## config.mk

```make
export PLATFORM = sky130hd
export DESIGN_NAME = result_arbiter
export DESIGN_NICKNAME = d
export VERILOG_FILES = /design/src/rtl/result_arbiter.sv
export SDC_FILE = /design/constraint.sdc
export NUM_CORES = 1
export LEC_CHECK = 0
export CAP_MARGIN = 20
export CORE_AREA = 2 2 132 134
export DETAILED_ROUTE_END_ITERATION = 6
export DIE_AREA = 0 0 134 136
export PLACE_DENSITY_LB_ADDON = 0.12
export REMOVE_ABC_BUFFERS = 1
export SLEW_MARGIN = 0
export SYNTH_ARGS = -nofsm -noshare
export SYNTH_HDL_FRONTEND = slang
export SYNTH_SLANG_ARGS = --single-unit
```

## constraint.sdc

```tcl
create_clock -name clk -period 2.14 [get_ports clk]
set_input_delay 0.214 -clock clk [delete_from_list [all_inputs] [get_ports clk]]
set_output_delay 0.214 -clock clk [all_outputs]
set_load 0.02 [all_outputs]
```

## src/rtl/result_arbiter.sv

```systemverilog
// result_arbiter: round-robin merge of N_UNITS execution-unit result streams
// onto one registered writeback port with a valid/ready handshake.
module result_arbiter #(
   parameter int N_UNITS = 4,
   parameter int WIDTH   = 64,
   parameter int SRC_W   = $clog2(N_UNITS)
) (
   input  logic                          clk,
   input  logic                          reset,
   input  logic [N_UNITS-1:0]            valid_i,
   output logic [N_UNITS-1:0]            ready_i,
   input  logic [N_UNITS-1:0][WIDTH-1:0] data_i,
   output logic                          valid_o,
   input  logic                          ready_o,
   output logic [WIDTH-1:0]              data_o,
   output logic [SRC_W-1:0]              src_o
);

   logic               valid_q, valid_d;
   logic [WIDTH-1:0]   data_q, data_d;
   logic [SRC_W-1:0]   src_q, src_d;
   logic [SRC_W-1:0]   rr_ptr_q, rr_ptr_d;

   logic               load_en_s;
   logic               found_s;
   logic               accept_s;
   logic [SRC_W-1:0]   grant_s;
   logic [SRC_W:0]     cand_s;
   logic [N_UNITS-1:0] grant_oh_s;

   // Output register can take a word when empty or when it drains this cycle.
   assign load_en_s = ~valid_q | ready_o;
   assign accept_s  = load_en_s & found_s;

   // Circular search for the first valid unit at or after rr_ptr.
   always_comb begin
      grant_s = rr_ptr_q;
      found_s = 1'b0;
      cand_s  = '0;
      for (int i = 0; i < N_UNITS; i++) begin
         // rr_ptr < N and i < N, so one conditional subtract gives the modulo.
         cand_s = {1'b0, rr_ptr_q} + (SRC_W+1)'(i);
         if (cand_s >= (SRC_W+1)'(N_UNITS)) begin
            cand_s = cand_s - (SRC_W+1)'(N_UNITS);
         end else begin
            cand_s = cand_s;
         end
         if (!found_s && valid_i[cand_s[SRC_W-1:0]]) begin
            found_s = 1'b1;
            grant_s = cand_s[SRC_W-1:0];
         end else begin
            found_s = found_s;
         end
      end
   end

   // Accept strobe: one-hot grant, gated by reset so nothing is taken while
   // the block is held in reset (the flops cannot capture then).
   always_comb begin
      grant_oh_s = N_UNITS'(1) << grant_s;
      ready_i    = grant_oh_s & {N_UNITS{accept_s & reset}};
   end

   // Next-state: load granted word, drain when empty-handed, else hold.
   always_comb begin
      valid_d  = valid_q;
      data_d   = data_q;
      src_d    = src_q;
      rr_ptr_d = rr_ptr_q;
      if (accept_s) begin
         valid_d = 1'b1;
         data_d  = data_i[grant_s];
         src_d   = grant_s;
         if (grant_s == SRC_W'(N_UNITS - 1)) begin
            rr_ptr_d = '0;
         end else begin
            rr_ptr_d = grant_s + SRC_W'(1);
         end
      end else if (load_en_s) begin
         valid_d = 1'b0;
      end else begin
         valid_d = valid_q;
      end
   end

   // State registers with asynchronous active-low clear.
   always_ff @(posedge clk or negedge reset) begin
      if (!reset) begin
         valid_q  <= 1'b0;
         data_q   <= '0;
         src_q    <= '0;
         rr_ptr_q <= '0;
      end else begin
         valid_q  <= valid_d;
         data_q   <= data_d;
         src_q    <= src_d;
         rr_ptr_q <= rr_ptr_d;
      end
   end

   assign valid_o = valid_q;
   assign data_o  = data_q;
   assign src_o   = src_q;

endmodule

```

# Word-level counts from Yosys, hierarchy flattened
# Index checks and enable logic that the tools add are counted.
[totals] in_bits=263 wordCells=60 output_inout_bits=71 register_bits=69
[op_classes] mux=25 n_addsub=8 n_shift=1 bitwise=5 n_lt_le_gt_ge=9 reduce_logical=7 eq_ne=1
[op_table] cell="binary-select mux 64 bit (select 2 bit)" count=1
[op_table] cell="2-to-1 mux 64 bit" count=1
[op_table] cell="2-to-1 mux 2 bit" count=9
[op_table] cell="< comparator 2 x 3 -> 1 bit, second input constant" count=5
[op_table] cell="2-to-1 mux 1 bit" count=10
[op_table] cell=">= comparator 3 bit, second input constant" count=3
[op_table] cell="binary-select mux 1 bit (select 2 bit)" count=4
[op_table] cell="subtractor 2 x 1 -> 2 bit, second input constant" count=4
[op_table] cell="adder 2 x 2 -> 3 bit, second input constant" count=2
[op_table] cell="bitwise AND 4 bit" count=1
[op_table] cell="left shift 1 x 2 -> 4 bit, first input constant" count=1
[op_table] cell="adder 2 x 1 -> 3 bit, second input constant" count=1
[op_table] cell=">= comparator 2 x 3 -> 1 bit, second input constant" count=1
[op_table] cell="logical AND 1 bit" count=3
[op_table] cell="zero test 1 bit" count=3
[op_table] cell="adder 2 x 1 -> 2 bit, second input constant" count=1
[op_table] cell="bitwise AND 1 bit" count=2
[op_table] cell="== test 2 bit, second input constant" count=1
[op_table] cell="nonzero test 2 bit" count=1
[op_table] cell="NOT 1 bit" count=1
[op_table] cell="OR 1 bit" count=1

# Longest topological paths before layout
[depth] depth_word=17 mapped_depth=10

# Least setup slack after synthesis
# OpenSTA, ideal clock, no wires.
[synth_timing] path_type="flip-flop to output port" start="register rr_ptr_q[0]" end="output ready_i[3]" stages_incl_launch_ff=8 t_arrival_ps=1696 required_ps=1926 n_path_buf=2 path_slack_ps=230 path_cell_list="dfrtp_1 -> nor3b_1 -> o311ai_2 -> buf_6 -> buf_4 -> inv_2 -> ha_1 -> and3_1"
[synth_via] elab_chain_cells=17 elab_cells_between_ends=41 classes_between="7 x add/sub; 4 x order compare; 1 x shift; 20 x mux; 3 x bitwise; 6 x reduce/logical"
[synth_lines] element="start, declared" line_no="22" text="logic [SRC_W-1:0] rr_ptr_q, rr_ptr_d;"
[synth_lines] element="start signal, assigned" line_no="97" text="rr_ptr_q <= rr_ptr_d;"
[synth_lines] element="branches (longest 16 deep; another with adder 2 x 1 -> 3 bit)"
[synth_lines] element="bitwise AND 4 bit *" line_no="61" text="ready_i = grant_oh_s & {N_UNITS{accept_s & reset}};"
[synth_lines] element="end, declared" line_no="11" text="output logic [N_UNITS-1:0] ready_i,"
# Every way passes the cells marked *. The select of a mux whose other input is x is not followed.

# Worst setup path after layout
[layout_timing] start="register rr_ptr_q[1]" end="output ready_i[3]"
# The elaborated chain is that of the path after synthesis.

==> impl_metrics.py <==
metrics = {
    "synth": {
        "yosys_warnings": 0,
        "ys_types": 32,
        "avgSynthCellArea_sq_um": 11.1,
        "synth_top_area_cell": "dfrtp_1",
        "synth_top_area_share_pct": 44.3,
        "synth_seq_cells": 69,
        "synth_most_common_cell": "dfrtp_1",
        "seq_area_frac_synth_pct": 44.3,
        "synth.top_cells.by_count": "dfrtp_1 (69), o21ai_1 (67), a222oi_1 (64), mux2i_1 (64), buf_2 (18)",
        "synth-edff-count": 0,
        "async_reset_ff_share_pct": 100,
        "synth_area_sq_um": 3900,
        "synth_flop_cell": "dfrtp_1",
        "synth_area_leaders": "dfrtp_1 (44%), a222oi_1 (16%), mux2i_1 (16%)",
        "syn_inst": 352,
    },
    "power_and_ir_drop": {
        "p_leak_uw": 0.00333,
        "ir_drop_mv": 0.498,
        "p_total_uw": 8290,
        "p_per_area_nw_per_um2": 1030,
    },
    "floorplan": {
        "die_area_sq_um": 18200,
        "core-area_sq_um": 16900,
        "die_width_um": 134,
        "io_pins": 334,
        "rows": 48,
        "die_h_um": 136,
        "start_util_pct": 23.1,
    },
    "run": {
        "drv_cap": 0,
    },
    "global_route": {
        "grt_max_degree": 45,
        "grt_overflow_total": 0,
        "antenna_found_initial": 1,
        "grt_pass1_vias": 4802,
        "grt_util_all_layers_pct": 19.4,
        "grt_pass1_wl_um": 27100,
    },
    "clocking": {
        "cts_buffers": 9,
        "clock_latency_ps": 330,
        "cts-root-buf": "clkbuf_16",
        "cts_max_level": 3,
        "clkTransAtPathRegs_ps": 50,
        "cts_setup_buffers": 0,
        "cts_tree": "yes",
        "clockBufferDepth": 2,
        "clock_sinks": 69,
    },
    "worst_hold_path": {
        "hp-class": "input port to async pin",
    },
    "detailed_routing": {
        "viasPerCell": 4.96,
        "drt_iter0_drc": 408,
        "drt_drc_violations_left": 0,
        "drt-wirelength-per-cell_um": 19.6,
        "firstDrtPassIters": 7,
        "vias": 4595,
        "wirelength_um": 18200,
        "postRouteAntennaNets": 0,
    },
    "critical_path": {
        "path_buf_inv": 1,
        "critPathArrivalTime_ps": 1820,
        "worstSetupStartpointType": "flip-flop",
        "crit_required_ps": 1930,
        "crit_slowest_cell": "dfrtp_2",
        "cp_cell_sequence": "nor3_1, a31o_1, o31ai_2, ha_2, and3_1, buf_4",
        "cp_max_fo": 7,
        "worstSetupPathType": "flip-flop to primary output",
        "cpPeakStageDelay_ps": 430,
        "critPathCaptureType": "primary output",
        "crit_family": "compound AO/OA/AOI/OAI gates",
    },
    "timing": {
        "timing.fmax_mhz": 492,
        "grt_setup_unrepaired": "no",
        "max-slew-margin-rel_pct": 59.7,
        "fin_crit_sh_pct": 95.0,
        "worst_slack_ps": 107,
        "hold_viol": 0,
        "tightest_slew_ps": 604,
        "final-setup-viol-count": 0,
        "period_needed_ps": 2030,
        "fin_skew_ps": 4.97,
        "fin_hold_ws_ps": 255,
        "final-max-slew-violation-count": 0,
    },
    "layout": {
        "drive_above_1_share_pct": 9.84,
        "final_nets": 960,
        "area_growth_syn_to_layout_pct": 105,
        "finish.instance_area_sq_um": 8020,
    },
    "place": {
        "dp_hpwl_um": 13800,
        "io_buffers": 333,
        "place_area_sq_um": 7700,
        "place_congestion": 0.804,
        "place_ws_ps": -317,
    },
    "outcome": {
        "outcome": "finished, final reports clean",
    },
}
cell type report:
| type | instances | area [sq um] |
|---|---|---|
| repair buffers | 371 | 3740 |
| fillers | 1578 | 8860 |
| multi-input cells | 242 | 1960 |
| flip-flops and latches | 69 | 1730 |
| clock inverters | 4 | 47.5 |
| clock buffers | 12 | 246 |
| diodes | 1 | 2.50 |
| inverters | 3 | 11.3 |
| well taps | 225 | 282 |
stage by stage:
stage | utilization [%] | std cells | TNS, ps
floorplan | - | 314 | -209570
global placement | 45.6 | 909 | -13020
detailed placement | 45.6 | 909 | -16200
CTS | 47.5 | 926 | 0
global route | 47.5 | 926 | 0
finish | 47.5 | 927 | 0
worst reg2reg max path, cell delays in order, from the launching register on:
cell,delay (ps)
dfrtp_1,420
nor3b_2,190
o311ai_4,280
buf_4,180
buf_6,350
mux2i_1,340
o21ai_1,90
sequential cells by signal (all words and copies together), names as in the netlist:
| register | flops |
|---|---|
| data_o | 64 |
| rr_ptr_q | 2 |
| src_o | 2 |
| valid_o | 1 |
routing by layer:
layer	routed length (um)	up-vias	GRT usage (%)	share of wire, %
li1	-	2141	-	-
met4	348	0	7.09	1.9
met2	9540	212	34.5	52
met1	6930	2220	22.4	38
met3	1360	22	5.29	7.5
met5	0	-	0	0
power by group:
group | internal [uW] | switching [uW]
sequential | 1870 | 339
clock | 931 | 567
combinational | 2360 | 2220
total | 5170 | 3120
cell families after synthesis:
family / synth area share (%)
fa+ha+maj: 0.321
simple gates: 4.33
compound gates: 28.3
flops: 44.3
mux: 16.4
buf+inv: 6.35
timing repair:
item | 4_1_cts | 5_1_grt
hold buffers | 1 | 0
gates resized for setup | 13 | 9
setup endpoints to repair | 5 | 5
pin swaps | 0 | 4
endpoints found under the hold margin | 25 | 0
worst paths after layout:
kind / start / depth (start not counted) / slack (ps) / end
max: rr_ptr_q[1] / 6 / 110 / ready_i[3]
max in group asynchronous: reset / 3 / 1060 / data_o[14]
min reg2reg: src_o[1] / 2 / 480 / src_o[1]
min in group clk: src_o[1] / 2 / 480 / src_o[1]
min: reset / 2 / 260 / data_o[55]
max reg2reg: rr_ptr_q[0] / 6 / 170 / data_o[54]
cells in the final DEF (no fill, tap or decap), types with 3 or more instances in the layout:
master,count
mux2i_1,64
dfrtp_1,68
nand2_1,13
a222oi_1,64
clkbuf_16,9
nor2b_1,4
clkdlybuf4s50_1,325
o21ai_1,67
buf_12,10
buf_4,28
nor2_1,3
nand2b_1,3
(Power assumes the default switching activity.)
